File: config.mk
export PLATFORM = sky130hd
export DESIGN_NAME = ccip_lane_sum_engine_flat
export DESIGN_NICKNAME = d
export VERILOG_FILES = /design/src/rtl/ccip_lane_sum_engine_pkg.sv /design/src/rtl/ccip_lane_sum_engine_if.sv /design/src/rtl/ccip_lane_sum_engine_acc.sv /design/src/rtl/ccip_lane_sum_engine.sv /design/src/flat_wrapper.sv
export SDC_FILE = /design/constraint.sdc
export NUM_CORES = 2
export LEC_CHECK = 0
export ABC_CLOCK_PERIOD_IN_PS = 5400
export BUFFER_PORTS_ARGS = -buffer_cell sky130_fd_sc_hd__clkbuf_2
export CELL_PAD_IN_SITES_DETAIL_PLACEMENT = 0
export CELL_PAD_IN_SITES_GLOBAL_PLACEMENT = 2
export CORE_AREA = 3 3 463 465
export CTS_CLUSTER_DIAMETER = 50
export DETAILED_ROUTE_END_ITERATION = 10
export DIE_AREA = 0 0 466 468
export PLACE_DENSITY_LB_ADDON = 0.1
export SKIP_CTS_REPAIR_TIMING = 1
export SYNTH_ARGS = -nofsm -noshare
export SYNTH_HDL_FRONTEND = slang
export SYNTH_SLANG_ARGS = --single-unit
File: constraint.sdc
create_clock -name clk -period 5.4 [get_ports clk]
set_input_delay 0.54 -clock clk [delete_from_list [all_inputs] [get_ports clk]]
set_output_delay 0.54 -clock clk [all_outputs]
set_load 0.05 [all_outputs]
File: src/rtl/ccip_lane_sum_engine_pkg.sv
// Shared types and constants for the lane-sum reduction engine.
package ccip_lane_sum_pkg;

    localparam int LINE_W = 512;
    localparam int ADDR_W = 42;

    typedef enum logic [1:0] {
        IDLE  = 2'd0,
        READ  = 2'd1,
        WRITE = 2'd2,
        DONE  = 2'd3
    } t_state;

    localparam logic [1:0] CSR_SRC   = 2'd0;
    localparam logic [1:0] CSR_DST   = 2'd1;
    localparam logic [1:0] CSR_START = 2'd2;
    localparam logic [1:0] CSR_CLEAR = 2'd3;

    function automatic int lane_count(input int elem_w);
        return LINE_W / elem_w;
    endfunction

endpackage

File: src/rtl/ccip_lane_sum_engine_if.sv
// CSR, c0 read and c1 write channels of the lane-sum engine; slave = engine side.
interface ccip_lane_sum_engine_if;
    import ccip_lane_sum_pkg::*;

    logic              csr_wr_valid;
    logic [1:0]        csr_wr_idx;
    logic [63:0]       csr_wr_data;
    logic              busy;
    logic              done;
    logic              err;
    logic              rd_req_valid;
    logic [ADDR_W-1:0] rd_req_addr;
    logic [15:0]       rd_req_mdata;
    logic              rd_almfull;
    logic              rd_rsp_valid;
    logic [LINE_W-1:0] rd_rsp_data;
    logic              wr_req_valid;
    logic [ADDR_W-1:0] wr_req_addr;
    logic [LINE_W-1:0] wr_req_data;
    logic              wr_almfull;

    modport slave (
        input  csr_wr_valid, csr_wr_idx, csr_wr_data,
        input  rd_almfull, rd_rsp_valid, rd_rsp_data, wr_almfull,
        output busy, done, err,
        output rd_req_valid, rd_req_addr, rd_req_mdata,
        output wr_req_valid, wr_req_addr, wr_req_data
    );

    modport master (
        output csr_wr_valid, csr_wr_idx, csr_wr_data,
        output rd_almfull, rd_rsp_valid, rd_rsp_data, wr_almfull,
        input  busy, done, err,
        input  rd_req_valid, rd_req_addr, rd_req_mdata,
        input  wr_req_valid, wr_req_addr, wr_req_data
    );

endinterface

File: src/rtl/ccip_lane_sum_engine_acc.sv
// LANES-wide lane accumulator. Define CCIP_LANE_SUM_SATURATE_EN for unsigned
// saturating lane adds; otherwise lanes wrap modulo 2^ELEM_W.
module ccip_lane_sum_acc
    import ccip_lane_sum_pkg::*;
#(
    parameter int ELEM_W = 32,
    parameter int LANES  = lane_count(ELEM_W)
) (
    input  logic              clk,
    input  logic              reset_n,
    input  logic              clr_i,
    input  logic              add_i,
    input  logic [LINE_W-1:0] data_i,
    output logic [LINE_W-1:0] acc_o
);

    logic [LINE_W-1:0] acc_q, acc_d;
`ifdef CCIP_LANE_SUM_SATURATE_EN
    logic [ELEM_W:0] sum_w;
`endif

    always_comb begin
        acc_d = acc_q;
`ifdef CCIP_LANE_SUM_SATURATE_EN
        sum_w = '0;
`endif
        if (clr_i) begin
            acc_d = '0;
        end else if (add_i) begin
            for (int i = 0; i < LANES; i++) begin
`ifdef CCIP_LANE_SUM_SATURATE_EN
                // carry out of the lane means the true sum exceeds the lane range
                sum_w = {1'b0, acc_q[i*ELEM_W +: ELEM_W]} + {1'b0, data_i[i*ELEM_W +: ELEM_W]};
                acc_d[i*ELEM_W +: ELEM_W] = sum_w[ELEM_W] ? {ELEM_W{1'b1}} : sum_w[ELEM_W-1:0];
`else
                acc_d[i*ELEM_W +: ELEM_W] = acc_q[i*ELEM_W +: ELEM_W] + data_i[i*ELEM_W +: ELEM_W];
`endif
            end
        end
    end

    always_ff @(posedge clk) begin
        if (!reset_n) acc_q <= '0;
        else          acc_q <= acc_d;
    end

    assign acc_o = acc_q;

endmodule

File: src/rtl/ccip_lane_sum_engine.sv
// Host-memory lane-sum engine: reads NUM_LINES lines from SRC, adds them lane-wise,
// writes the result line to DST. Saturation via CCIP_LANE_SUM_SATURATE_EN (in the accumulator).
//   state | meaning
//   IDLE  | waiting for a start write, SRC/DST writable
//   READ  | issuing reads and accumulating responses
//   WRITE | waiting for c1 space to send the result line
//   DONE  | result written, SRC/DST writable, new start accepted
module ccip_lane_sum_engine
    import ccip_lane_sum_pkg::*;
#(
    parameter int ELEM_W          = 32,
    parameter int MAX_LINES       = 1024,
    parameter int MAX_OUTSTANDING = 8
) (
    input logic                   clk,
    input logic                   reset_n,
    ccip_lane_sum_engine_if.slave bus
);

    localparam int         LANES       = lane_count(ELEM_W);
    localparam logic [6:0]  MAX_OUT_C   = 7'(MAX_OUTSTANDING);
    localparam logic [31:0] MAX_LINES_C = 32'(MAX_LINES);

    t_state            state_q, state_d;
    logic [ADDR_W-1:0] src_q, src_d, dst_q, dst_d, rd_addr_q, rd_addr_d;
    logic [31:0]       num_q, num_d, issued_q, issued_d, received_q, received_d;
    logic [6:0]        outst_q, outst_d;
    logic [15:0]       mdata_q, mdata_d;
    logic              done_q, done_d, err_q, err_d;
    logic              rd_valid_q, rd_valid_d, wr_valid_q, wr_valid_d;

    logic              idle_w, start_w, issue_w, rsp_w;
    logic [31:0]       csr_n_w;
    logic [LINE_W-1:0] acc_w;
    logic              unused_csr_hi;

    assign idle_w  = (state_q == IDLE) || (state_q == DONE);
    assign csr_n_w = bus.csr_wr_data[31:0];
    assign start_w = idle_w && bus.csr_wr_valid && (bus.csr_wr_idx == CSR_START)
                     && (csr_n_w <= MAX_LINES_C);
    assign issue_w = (state_q == READ) && (issued_q < num_q) && (outst_q < MAX_OUT_C)
                     && !bus.rd_almfull;
    // responses with nothing outstanding cannot belong to this job
    assign rsp_w   = (state_q == READ) && bus.rd_rsp_valid && (outst_q != '0);
    assign unused_csr_hi = ^bus.csr_wr_data[63:ADDR_W];

    always_comb begin
        state_d    = state_q;
        src_d      = src_q;
        dst_d      = dst_q;
        num_d      = num_q;
        issued_d   = issued_q;
        received_d = received_q;
        outst_d    = outst_q;
        mdata_d    = mdata_q;
        rd_addr_d  = rd_addr_q;
        done_d     = done_q;
        err_d      = err_q;
        rd_valid_d = 1'b0;
        wr_valid_d = 1'b0;

        if (bus.csr_wr_valid) begin
            case (bus.csr_wr_idx)
                CSR_SRC: if (idle_w) src_d = bus.csr_wr_data[ADDR_W-1:0];
                CSR_DST: if (idle_w) dst_d = bus.csr_wr_data[ADDR_W-1:0];
                CSR_START: begin
                    if (idle_w) begin
                        if (csr_n_w > MAX_LINES_C) begin
                            err_d = 1'b1;
                        end else begin
                            num_d      = csr_n_w;
                            issued_d   = '0;
                            received_d = '0;
                            outst_d    = '0;
                            done_d     = 1'b0;
                            state_d    = (csr_n_w == '0) ? WRITE : READ;
                        end
                    end
                end
                CSR_CLEAR: begin
                    done_d = 1'b0;
                    err_d  = 1'b0;
                end
            endcase
        end

        case (state_q)
            READ: begin
                if (issue_w) begin
                    rd_valid_d = 1'b1;
                    rd_addr_d  = src_q + ADDR_W'(issued_q);
                    mdata_d    = issued_q[15:0];
                    issued_d   = issued_q + 32'd1;
                end
                if (rsp_w) received_d = received_q + 32'd1;
                outst_d = outst_q + {6'b0, issue_w} - {6'b0, rsp_w};
                if (rsp_w && (received_q + 32'd1 == num_q)) state_d = WRITE;
            end
            WRITE: begin
                if (!bus.wr_almfull) begin
                    wr_valid_d = 1'b1;
                    done_d     = 1'b1;
                    state_d    = DONE;
                end
            end
            default: ;
        endcase
    end

    always_ff @(posedge clk) begin
        if (!reset_n) begin
            state_q    <= IDLE;
            src_q      <= '0;
            dst_q      <= '0;
            num_q      <= '0;
            issued_q   <= '0;
            received_q <= '0;
            outst_q    <= '0;
            mdata_q    <= '0;
            rd_addr_q  <= '0;
            done_q     <= 1'b0;
            err_q      <= 1'b0;
            rd_valid_q <= 1'b0;
            wr_valid_q <= 1'b0;
        end else begin
            state_q    <= state_d;
            src_q      <= src_d;
            dst_q      <= dst_d;
            num_q      <= num_d;
            issued_q   <= issued_d;
            received_q <= received_d;
            outst_q    <= outst_d;
            mdata_q    <= mdata_d;
            rd_addr_q  <= rd_addr_d;
            done_q     <= done_d;
            err_q      <= err_d;
            rd_valid_q <= rd_valid_d;
            wr_valid_q <= wr_valid_d;
        end
    end

    ccip_lane_sum_acc #(
        .ELEM_W (ELEM_W),
        .LANES  (LANES)
    ) u_acc (
        .clk     (clk),
        .reset_n (reset_n),
        .clr_i   (start_w),
        .add_i   (rsp_w),
        .data_i  (bus.rd_rsp_data),
        .acc_o   (acc_w)
    );

    assign bus.busy         = (state_q == READ) || (state_q == WRITE);
    assign bus.done         = done_q;
    assign bus.err          = err_q;
    assign bus.rd_req_valid = rd_valid_q;
    assign bus.rd_req_addr  = rd_addr_q;
    assign bus.rd_req_mdata = mdata_q;
    assign bus.wr_req_valid = wr_valid_q;
    assign bus.wr_req_addr  = dst_q;
    assign bus.wr_req_data  = acc_w;

endmodule

File: src/flat_wrapper.sv
// flat-port wrapper written by rule: the top's interface ports become plain ports
module ccip_lane_sum_engine_flat import ccip_lane_sum_pkg::*;
#(
    parameter int ELEM_W          = 32,
    parameter int MAX_LINES       = 1024,
    parameter int MAX_OUTSTANDING = 8
)
  (clk, reset_n, bus_csr_wr_valid, bus_csr_wr_idx, bus_csr_wr_data, bus_rd_almfull, bus_rd_rsp_valid, bus_rd_rsp_data, bus_wr_almfull, bus_busy, bus_done, bus_err, bus_rd_req_valid, bus_rd_req_addr, bus_rd_req_mdata, bus_wr_req_valid, bus_wr_req_addr, bus_wr_req_data);
  ccip_lane_sum_engine_if bus_i ();
  input logic clk;
  input logic reset_n;
  input wire logic [$bits(bus_i.csr_wr_valid)-1:0] bus_csr_wr_valid;
  input wire logic [$bits(bus_i.csr_wr_idx)-1:0] bus_csr_wr_idx;
  input wire logic [$bits(bus_i.csr_wr_data)-1:0] bus_csr_wr_data;
  input wire logic [$bits(bus_i.rd_almfull)-1:0] bus_rd_almfull;
  input wire logic [$bits(bus_i.rd_rsp_valid)-1:0] bus_rd_rsp_valid;
  input wire logic [$bits(bus_i.rd_rsp_data)-1:0] bus_rd_rsp_data;
  input wire logic [$bits(bus_i.wr_almfull)-1:0] bus_wr_almfull;
  output wire logic [$bits(bus_i.busy)-1:0] bus_busy;
  output wire logic [$bits(bus_i.done)-1:0] bus_done;
  output wire logic [$bits(bus_i.err)-1:0] bus_err;
  output wire logic [$bits(bus_i.rd_req_valid)-1:0] bus_rd_req_valid;
  output wire logic [$bits(bus_i.rd_req_addr)-1:0] bus_rd_req_addr;
  output wire logic [$bits(bus_i.rd_req_mdata)-1:0] bus_rd_req_mdata;
  output wire logic [$bits(bus_i.wr_req_valid)-1:0] bus_wr_req_valid;
  output wire logic [$bits(bus_i.wr_req_addr)-1:0] bus_wr_req_addr;
  output wire logic [$bits(bus_i.wr_req_data)-1:0] bus_wr_req_data;
  assign bus_i.csr_wr_valid = bus_csr_wr_valid;
  assign bus_i.csr_wr_idx = bus_csr_wr_idx;
  assign bus_i.csr_wr_data = bus_csr_wr_data;
  assign bus_i.rd_almfull = bus_rd_almfull;
  assign bus_i.rd_rsp_valid = bus_rd_rsp_valid;
  assign bus_i.rd_rsp_data = bus_rd_rsp_data;
  assign bus_i.wr_almfull = bus_wr_almfull;
  assign bus_busy = bus_i.busy;
  assign bus_done = bus_i.done;
  assign bus_err = bus_i.err;
  assign bus_rd_req_valid = bus_i.rd_req_valid;
  assign bus_rd_req_addr = bus_i.rd_req_addr;
  assign bus_rd_req_mdata = bus_i.rd_req_mdata;
  assign bus_wr_req_valid = bus_i.wr_req_valid;
  assign bus_wr_req_addr = bus_i.wr_req_addr;
  assign bus_wr_req_data = bus_i.wr_req_data;
  ccip_lane_sum_engine #(.ELEM_W(ELEM_W), .MAX_LINES(MAX_LINES), .MAX_OUTSTANDING(MAX_OUTSTANDING)) u_core (.clk(clk), .reset_n(reset_n), .bus(bus_i));
endmodule
* Word-level counts from Yosys, hierarchy flattened *
Index checks and enable logic that the tools add are counted.
W data, S select, Z words.

storage, ports and cells
  flip-flop bits (word level) = 763
  bits of input ports = 584
  output and inout bits = 617
  word-level logic and storage cells = 116

cells by class
  $add $sub $neg = 21
  order comparisons = 4
  eq/ne operators = 10
  mux-type cells = 36
  bitwise gates (word level) = 2
  reductions and logical operators = 29

operators with widths
  operator                 number
  $add A32 B32 Y32         16
  $mux W32                 12
  $add A32 B1 Y32 const B  2
  $add A42 B32 Y42         1
  $mux W7                  5
  $eq A32 B32 Y1           1
  $gt A32 B11 Y1 const B   1
  $le A32 B11 Y1 const B   1
  $logic_not A32 Y1        1
  $lt A32 B32 Y1           1
  $mux W2                  7
  $reduce_and A4 Y1        3
  $logic_and A1 B1 Y1      9
  $mux W1                  9
  $eq A2 B2 Y1 const B     4
  $reduce_bool A2 Y1       4
  $add A7 B1 Y7            1
  $lt A7 B4 Y1 const B     1
  $reduce_bool A7 Y1       1
  $sub A7 B1 Y7            1
  $reduce_and A2 Y1        3
  $reduce_and A3 Y1        2
  $eq A2 B1 Y1 const B     2
  $logic_not A2 Y1         2
  8 further kinds          12

* Longest topological paths before layout *
  word-level depth = 8
  gate-level depth with buffers = 24
  gate-level depth less buffers = 21

* Hierarchy *
A second synthesis with hierarchy kept.

unflattened totals
  cells, all modules = 6653
  area, all modules = 53672.7 um2

modules (own cells, without submodules)
  module                instances  cells an instance  area each (um2)  seq. area each (um2)
  ccip_lane_sum_acc     1          4856               40116.0          10249.8
  ccip_lane_sum_engine  1          1797               13556.8          5024.8

* Worst setup path before layout *
No wires, ideal clock.

  path kind = register to register
  start point = reg u_core.num_q[13]
  end point = reg u_core.outst_q[6]
  library setup time = 128 ps
  arrival time = 3631 ps
  data required time = 5272 ps
  slack = 1641 ps
  stages on the path, launching flop included = 25
  buffers on the path = 3
  period minus slack after synthesis = 3759 ps
  cells stage by stage = dfxtp_1 -> inv_1 -> ha_1 -> a21o_1 -> a21o_1 -> a21oi_1 -> o21ai_0 -> a21oi_1 -> o21a_1 -> nand4b_1 -> a41o_1 -> buf_2 -> inv_2 -> buf_2 -> buf_1 -> ha_1 -> fa_1 -> a21oi_1 -> o21bai_1 -> a21oi_1 -> nor2_1 -> nor2_1 -> xor2_1 -> a22oi_1 -> nor2_1

between the ends
  word-level cells in the longest chain between the ends = 7

RTL lines
  item                               RTL line                     RTL
  start, declared                    ccip_lane_sum_engine.sv:26   logic [31:0] num_q, num_d, issued_q, issued_d, received_q, received_d;
  start signal, assigned             ccip_lane_sum_engine.sv:129  num_q <= num_d;
  $lt A32 B32 Y1                     ccip_lane_sum_engine.sv:41   assign issue_w = (state_q == READ) && (issued_q < num_q) && (outst_q < MAX_OUT_C)
  $logic_and A1 B1 Y1 (2 in series)  ccip_lane_sum_engine.sv:41
  $logic_and A1 B1 Y1                ccip_lane_sum_engine.sv:42   && !bus.rd_almfull;
  via u_core.issue_w                 ccip_lane_sum_engine.sv:32   logic idle_w, start_w, issue_w, rsp_w;
  $add A7 B1 Y7                      ccip_lane_sum_engine.sv:96   outst_d = outst_q + {6'b0, issue_w} - {6'b0, rsp_w};
  $sub A7 B1 Y7                      ccip_lane_sum_engine.sv:96
  $mux W7                            ccip_lane_sum_engine.sv:87   case (state_q)
  end signal, assigned               ccip_lane_sum_engine.sv:132  outst_q <= outst_d;
  end, declared                      ccip_lane_sum_engine.sv:27   logic [6:0] outst_q, outst_d;

The timed path passes the listed nets, and every way through them passes these cells.
A chain may end at the register's enable or synchronous reset.

* Worst setup path in the final report *
  start point = reg u_core.state_q[1]
  end point = reg u_core.outst_q[6]

between the ends
  word-level cells in the longest chain between the ends = 7
  elaborated cells on any way between the ends = 17
  those cells by class = 2 x add/sub; 3 x eq/ne; 1 x mux; 11 x reduce/logical

RTL lines
  item                               RTL line                                                                            RTL
  start, declared                    ccip_lane_sum_engine.sv:24                                                          t_state state_q, state_d;
  start signal, assigned             ccip_lane_sum_engine.sv:126                                                         state_q <= state_d;
  $eq A2 B1 Y1                       ccip_lane_sum_engine.sv:41, ccip_lane_sum_engine.sv:44, ccip_lane_sum_engine.sv:87
  $logic_and A1 B1 Y1 (2 in series)  ccip_lane_sum_engine.sv:41
  $logic_and A1 B1 Y1                ccip_lane_sum_engine.sv:42
  $add A7 B1 Y7                      ccip_lane_sum_engine.sv:96
  $sub A7 B1 Y7                      ccip_lane_sum_engine.sv:96
  $mux W7                            ccip_lane_sum_engine.sv:87

Parallel ways exist; a longest one is shown, timed or not.

==> summary.md <==
| Metric | Value |
|---|---|
| Wire length per cell | `22.22 um` |
| Hold Violations, Final | `0` |
| Number of antenna violations at the first check in global routing | `102` |
| Status | `complete, no violations` |
| Starting DRT DRC Count | `2602` |
| Syn Nets | `8065` |
| Crit share post-route | `72.15%` |
| Worst setup EP type | `flop` |
| Inst Count DP | `10660` |
| Starting Density | `25.32%` |
| FFs w/ async S/R, synth | `0%` |
| Global-route total usage across every layer | `21.52%` |
| Vias in the first global route | `52490` |
| DRT met1 WL | `103900 um` |
| Dpl hpwl | `192300 um` |
| Worst Path Arrival | `4540 ps` |
| Area Growth Syn to Fin | `28.18%` |
| Setup Viol. Count Final | `0` |
| Post-layout minimum cycle time | `3896 ps` |
| Synthesized cell area | `53180 sq um` |
| Pre-Repair DR Iteration Count | `5` |
| Worst skew pair latency | `800 ps` |
| Pwr/cell area | `254.6 nW/um^2` |
| Max-slew headroom | `7.576%` |
| CP startpoint kind | `flop` |
| Layout net count | `9229` |
| Drt drc | `0` |
| Met2 wire len | `115000 um` |
| DR vias/cell | `4.861` |
| Average size of a mapped cell | `7.722 sq um` |
| Port-buffer cells | `1178` |
| Core area | `210000 sq um` |
| Static Leakage | `0.03111 uW` |
| Clock Skew | `47.11 ps` |
| Clk sinks | `763` |
| Met3 WL | `17230 um` |
| Worst EP required | `6050 ps` |
| GR Overflow Total | `0` |
| Final ANT Viol Nets | `0` |
| Total CTS buffers | `163` |
| Syn. warnings | `0` |
| Synthesized flop and latch total | `763` |
| GPL Wtd Cong | `0.8768` |
| Die width | `466 um` |
| First-pass GRT wire length | `354000 um` |
| Die ar. | `218100 sq um` |
| H-tree depth | `4` |
| CTS Buffer Depth | `3` |
| Register area share after synthesis | `28.72%` |
| Hold crit path type | `input port to flop` |
| Post-Synthesis Cells | `6887` |
| Worst setup path category | `flop to flop` |
| Max Cap Viol | `0` |
| VDD IR-drop max | `323.9 uV` |
| Largest net degree at the start of global routing | `162` |
| FMAX | `0.2567 GHz` |
| Slew at the pin closest to its max-slew limit | `1386 ps` |
| Main synth FF type | `dfxtp_1` |
| Setup repair after global routing missed its margin | `false` |
| Total wire length | `245100 um` |
| Clock root buffer | `clkbuf_16` |
| Synth unique cells | `96` |
| Layout fillers | `22620` |
| I/O pin cnt | `1201` |
| Share of layout cells above drive strength 1 | `19.34%` |
| Final non-filler cell total | `11030` |
| Post-route setup TNS | `0 ps` |
| Vias | `53620` |
| Post-synth EDFFs | `0` |
| Site row count | `168` |
| CTS tree | `yes` |
| CP Max Fanout | `37` |
| Die Span Y | `468 um` |
| Clock Pin Slew Worst Setup and Hold Paths | `60 ps` |
| Top sig layer | `met5` |
| Max-slew violations | `0` |
| Worst hold margin | `29.28 ps` |
## sequential cells by signal, summed over array words and instances, names as in the netlist
register / cells
u_core.u_acc.acc_o: 512
u_core.state_q: 2
u_core.outst_q: 7
u_core.bus.rd_req_valid: 1
u_core.received_q: 32
u_core.bus.err: 1
u_core.bus.rd_req_mdata: 16
u_core.issued_q: 32
u_core.src_q: 42
u_core.bus.wr_req_addr: 42
u_core.bus.wr_req_valid: 1
u_core.bus.rd_req_addr: 42
u_core.bus.done: 1
u_core.num_q: 32
## critical path: stages, from the launching register on
cell	delay (ps)
dfxtp_1	340
inv_1	60
ha_1	450
nand3_4	560
inv_8	490
ha_1	210
inv_1	40
ha_1	200
fa_1	410
a21oi_1	150
o21bai_1	120
a21oi_1	180
nor2_1	50
nor2_1	130
xor2_1	80
a22oi_1	150
nor2_1	50
## placed cells by master (no fill, tap or decap), types with 26 or more instances in the layout
master	synthesis	routed
o31ai_1	43	43
nor2b_1	85	85
or3_1	50	50
nor2_1	411	408
nand4_1	35	35
dfxtp_1	763	763
clkbuf_2	0	1178
nand2b_1	73	73
xor2_1	184	184
nand2_1	1142	1140
nand3b_1	31	31
o21bai_1	66	66
xnor2_1	279	279
clkinv_2	0	26
inv_1	235	233
a21o_1	267	267
o21a_1	61	61
nand3_1	157	156
o211ai_1	33	33
and2_1	35	35
o21ai_1	183	183
buf_4	1	38
and3_1	70	70
a211oi_1	87	87
clkbuf_16	0	165
a31oi_1	70	70
a21oi_1	895	895
diode_2	0	40
ha_1	576	576
nor3_1	117	116
clkbuf_8	0	32
o21ai_0	287	287
dlygate4sd3_1	0	29
## final cells by class
class	instances	area (sq um)	share of cell area, %
timing repair buffer	1253	6631	9.729
multi-input combinational	5634	36060	52.91
clock buffer	217	4644	6.814
tap	2805	3510	5.149
inverter	236	898.4	1.318
antenna	40	100.1	0.1469
sequential	763	15270	22.41
clock inverter	83	1039	1.524
## power breakdown
group,total (uW),switching (uW),internal [uW]
registers,5680,13.4,5660
clock network,10500,3720,6770
logic,1190,716,472
total,17400,4450,12900
## layer usage
| metal | up-vias | global-route usage [%] |
|---|---|---|
| li1 | 27020 | - |
| met1 | 24870 | 25.73 |
| met2 | 1260 | 35.93 |
| met3 | 410 | 6.662 |
| met4 | 62 | 8.307 |
| met5 | - | 0 |
## cell families (layout without fill, tap and decap cells)
group | count (synthesis) | after routing | synth area share [%]
AOI/OAI and AO/OA | 2225 | 2225 | 25.53
other | 0 | 40 | 0
adders and majority gates | 594 | 594 | 14.23
DFF | 763 | 763 | 28.72
buffers and inverters | 490 | 1789 | 3.565
xor gates and xnor gates | 463 | 463 | 7.626
muxes | 21 | 21 | 0.3976
and+or+nand+nor | 2331 | 2331 | 19.93
## synthesized netlist by cell type (17+ instances only)
cell type	instances	area share (%)
nor3_1	117	1.1
nand4_1	35	0.41
buf_2	42	0.40
o21a_1	61	0.86
and3_1	70	0.82
o31ai_1	43	0.61
ha_1	576	14
nand2b_1	73	0.86
nor2b_1	85	1.0
o21ai_0	287	2.7
xnor2_1	279	4.6
fa_1	18	0.68
or2_2	24	0.28
a211oi_1	87	1.2
nand3_1	157	1.5
xor2_1	184	3.0
nand2_1	1142	8.1
a21o_1	267	3.8
nor3b_1	20	0.28
dfxtp_1	763	29
or3_1	50	0.59
nor2_1	411	2.9
clkbuf_1	193	1.4
inv_1	235	1.7
and2_1	35	0.41
nand3b_1	31	0.44
o21bai_1	66	0.93
a211o_1	25	0.41
and4_1	17	0.28
buf_1	18	0.13
o21ai_1	183	1.7
o211ai_1	33	0.47
nor4_1	22	0.26
a21oi_1	895	8.4
mux2i_1	20	0.38
a31oi_1	70	0.82
## final timing paths
check / cells past startpoint / to / from / slack, ps
setup / recovery: 16 / u_core.outst_q[6] / u_core.state_q[1] / 1500
hold / removal: 3 / u_core.bus.wr_req_addr[4] / bus_csr_wr_data[4] / 30
setup reg to reg: 16 / u_core.outst_q[6] / u_core.state_q[1] / 1500
hold reg to reg: 2 / u_core.bus.rd_req_addr[5] / u_core.bus.rd_req_addr[5] / 450
## stage by stage
stage                     power [uW]  area [sq um]  util, %  setup slack (ps)
after floorplan                 6475         53180        -              1641
after global placement          6964         62090    29.57              1365
after detailed placement        6966         62090    29.57              1367
after CTS                      17680         67770    32.27              1345
after global routing           18040         68120    32.44              1039
final                          17360         68160    32.46              1504
No activity file was read; power rests on OpenSTA's default activity.
